### src/rtl/vga_timing_gen_if.sv
// vga_timing_gen_if: scan coordinates and pixel strobe out, selector colour back in, VGA pin signals out.
interface vga_timing_gen_if;
  logic [15:0] x;
  logic [15:0] y;
  logic        pix_en;
  logic [2:0]  rgb_in;
  logic        hsync;
  logic        vsync;
  logic [2:0]  vga_rgb;
  logic        video_on;
  logic        line_start;
  logic        frame_start;
  modport master (
    output x, y, pix_en, hsync, vsync, vga_rgb, video_on, line_start, frame_start,
    input  rgb_in
  );
  modport slave (
    input  x, y, pix_en, hsync, vsync, vga_rgb, video_on, line_start, frame_start,
    output rgb_in
  );
endinterface

### src/rtl/vga_timing_gen.sv
// vga_timing_gen: raster counters with pixel strobe, plus a sync/blank delay line that keeps the
// pins aligned with the registered colour coming back from the pixel selector.
module vga_timing_gen #(
  parameter int H_ACTIVE   = 640,
  parameter int H_FP       = 16,
  parameter int H_SYNC     = 96,
  parameter int H_BP       = 48,
  parameter int V_ACTIVE   = 480,
  parameter int V_FP       = 10,
  parameter int V_SYNC     = 2,
  parameter int V_BP       = 33,
  parameter int CLK_DIV    = 2,
  parameter int PIPE_DELAY = 2,
  parameter bit SYNC_POL   = 1'b0
) (
  input logic              clk,
  input logic              rst_n,
  vga_timing_gen_if.master bus
);
  localparam int          H_TOTAL = H_ACTIVE + H_FP + H_SYNC + H_BP;
  localparam int          V_TOTAL = V_ACTIVE + V_FP + V_SYNC + V_BP;
  localparam int          DW      = CLK_DIV > 1 ? $clog2(CLK_DIV) : 1;
  localparam int          PD      = PIPE_DELAY;
  localparam logic [15:0] H_LAST  = 16'(H_TOTAL - 1);
  localparam logic [15:0] V_LAST  = 16'(V_TOTAL - 1);
  localparam logic [15:0] H_ACT   = 16'(H_ACTIVE);
  localparam logic [15:0] V_ACT   = 16'(V_ACTIVE);
  localparam logic [15:0] HS_BEG  = 16'(H_ACTIVE + H_FP);
  localparam logic [15:0] HS_END  = 16'(H_ACTIVE + H_FP + H_SYNC);
  localparam logic [15:0] VS_BEG  = 16'(V_ACTIVE + V_FP);
  localparam logic [15:0] VS_END  = 16'(V_ACTIVE + V_FP + V_SYNC);
  logic [DW-1:0] r_div;
  logic [15:0]   r_h_cnt, r_v_cnt;
  logic [PD-1:0] r_hs_d, r_vs_d, r_act_d;
  logic [2:0]    r_rgb;
  logic          r_ls, r_fs;
  logic          w_pix_en, w_h_last, w_v_last, w_active, w_hs, w_vs;
  logic [PD-1:0] w_hs_nx, w_vs_nx, w_act_nx;
  always_comb begin
    w_pix_en = (CLK_DIV == 1) || (r_div == DW'(CLK_DIV - 1));
    w_h_last = r_h_cnt == H_LAST;
    w_v_last = r_v_cnt == V_LAST;
    w_active = (r_h_cnt < H_ACT) && (r_v_cnt < V_ACT);
    w_hs     = (r_h_cnt >= HS_BEG && r_h_cnt < HS_END) ? SYNC_POL : ~SYNC_POL;
    w_vs     = (r_v_cnt >= VS_BEG && r_v_cnt < VS_END) ? SYNC_POL : ~SYNC_POL;
    w_hs_nx  = (r_hs_d << 1) | PD'(w_hs);
    w_vs_nx  = (r_vs_d << 1) | PD'(w_vs);
    w_act_nx = (r_act_d << 1) | PD'(w_active);
  end
  // The colour register loads alongside the last delay stage, so it is gated by the active bit entering that stage.
  always_ff @(posedge clk or negedge rst_n) begin
    if (!rst_n) begin
      r_div   <= '0;
      r_h_cnt <= '0;
      r_v_cnt <= '0;
      r_hs_d  <= {PD{~SYNC_POL}};
      r_vs_d  <= {PD{~SYNC_POL}};
      r_act_d <= '0;
      r_rgb   <= '0;
      r_ls    <= 1'b0;
      r_fs    <= 1'b0;
    end else begin
      r_div <= w_pix_en ? '0 : r_div + DW'(1);
      r_ls  <= w_pix_en && w_h_last;
      r_fs  <= w_pix_en && w_h_last && w_v_last;
      if (w_pix_en) begin
        r_h_cnt <= w_h_last ? '0 : r_h_cnt + 16'd1;
        r_v_cnt <= !w_h_last ? r_v_cnt : (w_v_last ? '0 : r_v_cnt + 16'd1);
        r_hs_d  <= w_hs_nx;
        r_vs_d  <= w_vs_nx;
        r_act_d <= w_act_nx;
        r_rgb   <= w_act_nx[PD-1] ? bus.rgb_in : 3'b000;
      end
    end
  end
  assign bus.x           = r_h_cnt;
  assign bus.y           = r_v_cnt;
  assign bus.pix_en      = w_pix_en;
  assign bus.hsync       = r_hs_d[PD-1];
  assign bus.vsync       = r_vs_d[PD-1];
  assign bus.video_on    = r_act_d[PD-1];
  assign bus.vga_rgb     = r_rgb;
  assign bus.line_start  = r_ls;
  assign bus.frame_start = r_fs;
endmodule

### src/flat_wrapper.sv
// flat-port wrapper written by rule: the top's interface ports become plain ports
module vga_timing_gen_flat 
#(
  parameter int H_ACTIVE   = 640,
  parameter int H_FP       = 16,
  parameter int H_SYNC     = 96,
  parameter int H_BP       = 48,
  parameter int V_ACTIVE   = 480,
  parameter int V_FP       = 10,
  parameter int V_SYNC     = 2,
  parameter int V_BP       = 33,
  parameter int CLK_DIV    = 2,
  parameter int PIPE_DELAY = 2,
  parameter bit SYNC_POL   = 1'b0
)
  (clk, rst_n, bus_x, bus_y, bus_pix_en, bus_hsync, bus_vsync, bus_vga_rgb, bus_video_on, bus_line_start, bus_frame_start, bus_rgb_in);
  vga_timing_gen_if bus_i ();
  input logic clk;
  input logic rst_n;
  output wire logic [$bits(bus_i.x)-1:0] bus_x;
  output wire logic [$bits(bus_i.y)-1:0] bus_y;
  output wire logic [$bits(bus_i.pix_en)-1:0] bus_pix_en;
  output wire logic [$bits(bus_i.hsync)-1:0] bus_hsync;
  output wire logic [$bits(bus_i.vsync)-1:0] bus_vsync;
  output wire logic [$bits(bus_i.vga_rgb)-1:0] bus_vga_rgb;
  output wire logic [$bits(bus_i.video_on)-1:0] bus_video_on;
  output wire logic [$bits(bus_i.line_start)-1:0] bus_line_start;
  output wire logic [$bits(bus_i.frame_start)-1:0] bus_frame_start;
  input wire logic [$bits(bus_i.rgb_in)-1:0] bus_rgb_in;
  assign bus_x = bus_i.x;
  assign bus_y = bus_i.y;
  assign bus_pix_en = bus_i.pix_en;
  assign bus_hsync = bus_i.hsync;
  assign bus_vsync = bus_i.vsync;
  assign bus_vga_rgb = bus_i.vga_rgb;
  assign bus_video_on = bus_i.video_on;
  assign bus_line_start = bus_i.line_start;
  assign bus_frame_start = bus_i.frame_start;
  assign bus_i.rgb_in = bus_rgb_in;
  vga_timing_gen #(.H_ACTIVE(H_ACTIVE), .H_FP(H_FP), .H_SYNC(H_SYNC), .H_BP(H_BP), .V_ACTIVE(V_ACTIVE), .V_FP(V_FP), .V_SYNC(V_SYNC), .V_BP(V_BP), .CLK_DIV(CLK_DIV), .PIPE_DELAY(PIPE_DELAY), .SYNC_POL(SYNC_POL)) u_core (.clk(clk), .rst_n(rst_n), .bus(bus_i));
endmodule
### config.mk
export PLATFORM = sky130hd
export DESIGN_NAME = vga_timing_gen_flat
export DESIGN_NICKNAME = d
export VERILOG_FILES = /design/src/rtl/vga_timing_gen_if.sv /design/src/rtl/vga_timing_gen.sv /design/src/flat_wrapper.sv
export SDC_FILE = /design/constraint.sdc
export NUM_CORES = 1
export LEC_CHECK = 0
export CAP_MARGIN = 10
export CORE_MARGIN = 2
export CORE_UTILIZATION = 44
export CTS_CLUSTER_DIAMETER = 200
export CTS_CLUSTER_SIZE = 28
export DETAILED_ROUTE_END_ITERATION = 7
export PLACE_DENSITY_LB_ADDON = 0.2
export SLEW_MARGIN = 0
export SYNTH_ARGS = -nofsm -noshare
export SYNTH_HDL_FRONTEND = slang
export SYNTH_SLANG_ARGS = --single-unit
### constraint.sdc
create_clock -name clk -period 2.9 [get_ports clk]
set_clock_uncertainty 0.05 [all_clocks]
set_input_delay 0.58 -clock clk [delete_from_list [all_inputs] [get_ports clk]]
set_output_delay 0.58 -clock clk [all_outputs]
set_load 0.02 [all_outputs]
# After elaboration in Yosys (flattened, before gate mapping)
# Index checks and enable logic that the tools add are counted.
# op_classes
eq_ne	2
n_reduce_logical	6
n_mux	6
bitwise	3
n_addsub	3
n_lt_le_gt_ge	6
# ops
cell	count
$add 16x1->16 const B	2
$eq 16x10->1 const B	2
$lt 16x10->1 const B	2
$lt 16x9->1 const B	2
$mux 16	2
$ge 16x10->1 const B	1
$ge 16x9->1 const B	1
$or 2x1->2	3
$logic_and 1x1->1	5
$mux 1	3
$mux 3	1
$reduce_and 2->1	1
$add 1x1->1 const B	1
# totals
ff_bits	44
input_bits	5
wordCells	35
out_inout_bits	41

# Longest topological paths before layout
# logic_depth
depth_word	4
ltp_mapped	7
ltp_nobuf	6

# Least setup slack after synthesis
# No wires, ideal clock.
# synth_path
kind	reg-to-reg
start	register u_core.r_v_cnt[1], in the netlist u_core.bus.y[1]
end	register u_core.r_v_cnt[14], in the netlist u_core.bus.y[14]
setup_ns	0.123
required_time_ns	2.727
path_buffers	0
synth_period_minus_slack_ns	1.993
path_slack_ns	0.907
path_stages_with_launch	6
arrival_ns	1.819
cell_sequence	dfrtp_1 -> ha_1 -> nand4_1 -> or4_1 -> or3_1 -> mux2i_1
# synth_between
elab_chain_cells	2
elab_cells_between_ends	3
cone_classes	1 x add/sub; 1 x eq/ne; 1 x mux
# synth_rtl
item	line	text
start: declaration	vga_timing_gen.sv:33	logic [15:0] r_h_cnt, r_v_cnt;
start signal: assignment	vga_timing_gen.sv:68	r_v_cnt <= !w_h_last ? r_v_cnt : (w_v_last ? '0 : r_v_cnt + 16'd1);
$add 16x1->16 / $eq 16x10->1 (equally long branches)	vga_timing_gen.sv:68, vga_timing_gen.sv:42	
$mux 16 (*)	vga_timing_gen.sv:68	
# Every way passes the cells marked *; elsewhere a longest branch is shown, timed or not.
# A chain may end at the register's enable or synchronous reset.

# Worst setup path after layout
# layout_path
start	register u_core.r_div, in the netlist u_core.bus.pix_en
end	output port bus_pix_en
# layout_lines
item	line	text
start: declaration	vga_timing_gen.sv:32	logic [DW-1:0] r_div;
start signal: assignment	vga_timing_gen.sv:63	r_div <= w_pix_en ? '0 : r_div + DW'(1);
end: declaration	flat_wrapper.sv:22	output wire logic [$bits(bus_i.pix_en)-1:0] bus_pix_en;
# No word-level cell between the ends.

==> qor.yml <==
busiest_layer: "met1"
yosysSeqAreaShare: 0.4833
setup_violations: 0
initial_core_util: 0.4509
vias: 1874
clk_latency_ps: 300
numCtsBuffers: 5
ctsLongestPathBuffers: 2
cts_setup_buffers: 0
dieArea_mm2: 0.005794
clk_pin_slew_ps: 80
hold_viol_final: 0
remaining_drc_errors: 0
startpoint: "u_core.bus.pix_en"
fin_area_mm2: 0.002935
hold_path.class: "input port to asynchronous set/reset pin"
std_cell_rows: 26
synth_commonest_cells: "dfrtp_1, inv_1, nand3_1"
port_buffers: 45
yosys_warnings: 0
crit_family: "buffers and inverters"
hold_buffers: 0
period_minus_slack_ps: 2154
power_density_mw_per_mm2: 386.4
rsz0062_at_grt: "no"
tritoncts: "done"
synth_fp_nets: 243
worst_ir_drop_vdd_v: 0.0002566
wl_per_cell_um: 14.08
cp_slowest_cell: "clkdlybuf4s50_1"
crit_arrival_ps: 1520
die_h_um: 76.12
antenna_found_initial: 0
yosys-top-cells-area: "dfrtp_1, dfstp_2, nand3_1"
holdWs_ps: 386.2
synth_simple_gate_area_frac: 0.2679
grt_pass1_vias: 1692
synth_xor_area_frac: 0.04210
fin_crit_sh: 0.7426
maxSlewHeadroom: 0.3583
root_buffer: "clkbuf_8"
synth_cells: 234
synth-compound-area-share: 0.09021
cts_htree_levels: 2
yosysMostFrequentCell: "dfrtp_1"
syn_area_mm2: 0.002288
synth_top_area_frac: 0.4374
critPathCaptureType: "output port"
status: "finished clean"
synthDistinctLibCells: 44
fp.dieW_um: 76.12
startpoint_type: "flip-flop"
synth_top_family_by_area: "simple AND/OR/NAND/NOR gates"
final_layout_size_suffix_gt1_frac: 0.1131
finalSetupTns_ps: 0
r2r-start: "u_core.bus.x[14]"
synth_flop_cell: "dfrtp_1"
grtUsageTotal: 0.1834
worst_slew_pin_slew_ps: 962.5
ys_ff_latch: 44
place_area_mm2: 0.002814
overflow: 0
grt_first_pass_wirelength_um: 8583
vias_per_cell: 5.309
cp.required_ps: 2270
antenna_left: 0
slew_viol_final: 0
drtIter0Drc: 124
ioPinCount: 46
n_fill_cell: 469
coreArea_mm2: 0.005075
cp_max_fo: 18
syn_area_per_cell_um2: 9.780
power_leakage_nw: 1.221
ys_async_sr_fraction: 1.000
gr-usage-met1: 0.2780
fmax_mhz: 464.3
cpPeakStageDelay_ps: 630
use_met3: 0.04502
grt_max_degree: 45
dp_cells: 345
gp_congestion: 0.8440
path_class: "flip-flop to output port"
crit_path_cell_trace: "buf_4 > clkdlybuf4s50_1"
stdcell_count: 353
critPathBufInv: 2
muxShareOfSynthArea: 0.04210
cap_violations: 0
drt-total-wl_um: 4969
cts-resized-gates: 0
use_met2: 0.2589
synth_edf_count: 0
dpl.hpwl_um: 3534
firstDrtPassIters: 5
nets: 291
synth_top_area_cell: "dfrtp_1"
p_total_w: 0.001134
syn_to_final_growth_pct: 28.27
diodes: 0
cts_sinks: 44
synth_fa_ha_area_frac: 0.02187
==> stage by stage <==
step	worst slack, ps	util
finish	746.4	0.5784
global route	678.1	0.5784
CTS	739.0	0.5784
detailed placement	856.6	0.5545
global placement	900.1	0.5545
floorplan	907.3	-
==> cell type report <==
type,instances,area (µm²),share of cell area
clock buffers,6,82.58,0.02813
clock inverters,2,38.79,0.01321
inverters,22,82.58,0.02813
multi-input cells,160,1062,0.3619
flip-flops and latches,44,1106,0.3768
well taps,70,87.58,0.02984
repair buffers,49,475.5,0.1620
==> worst paths after layout <==
check / to / slack [ps] / depth (start not counted)
worst min-delay path: u_core.bus.y[13] / 390 / 1
worst max-delay path: bus_pix_en / 750 / 2
worst max register to register: u_core.bus.y[13] / 850 / 5
worst min register to register: u_core.r_vs_d[0] / 450 / 2
max in group asynchronous: u_core.bus.y[2] / 1830 / 1
min in group clk: u_core.r_vs_d[0] / 450 / 2
==> report_power, final <==
group          switching, W  internal, W   total, W
Combinational     0.0000164   0.00000884  0.0000252
Clock              0.000211     0.000282   0.000493
Sequential      0.000000943     0.000615   0.000616
Total              0.000228     0.000906    0.00113
==> registers in the layout (all words and copies together) (netlist names) <==
| signal | count |
|---|---|
| u_core.bus.frame_start | 1 |
| u_core.bus.y | 16 |
| u_core.bus.x | 16 |
| u_core.r_act_d | 2 |
| u_core.r_vs_d | 2 |
| u_core.bus.vga_rgb | 3 |
| u_core.bus.pix_en | 1 |
| u_core.r_hs_d | 2 |
| u_core.bus.line_start | 1 |
==> worst reg2reg max path, cell delays in order (launching register included) <==
cell     delay (ps)
dfrtp_1         450
nor4_4          400
nand4_2         240
buf_4           250
or4b_1          490
o21ai_0          80
==> logic make-up after synthesis <==
group	after synthesis
xor gates and xnor gates	11
AOI/OAI and AO/OA	36
muxes	9
adders and majority gates	4
DFF	44
and+or+nand+nor	100
buffers and inverters	30
==> routing by layer <==
layer	vias up	share of wire
li1	938	-
met1	886	0.52
met2	45	0.43
met3	5	0.040
met4	0	0.012
met5	-	0
==> layout by cell type, fill, tap and decap left out, types with 2 or more instances in the layout <==
cell type	count
dfstp_2	4
nand2_1	18
mux2i_1	4
and4_1	3
mux2_2	5
and3_1	3
or3_1	5
o22ai_1	6
xnor2_1	8
dfrtp_1	40
nand4_2	2
xor2_1	3
nand4_1	10
inv_1	22
o21ai_0	12
a21oi_1	13
clkdlybuf4s50_1	44
nand2b_1	2
clkbuf_8	6
or2_2	2
buf_4	4
nand3_1	20
ha_1	4
nor2_1	11
a41oi_1	2
nor4_1	6
nor3_1	3
or4_1	3
Note: power is estimated with default switching activity, not from simulation.
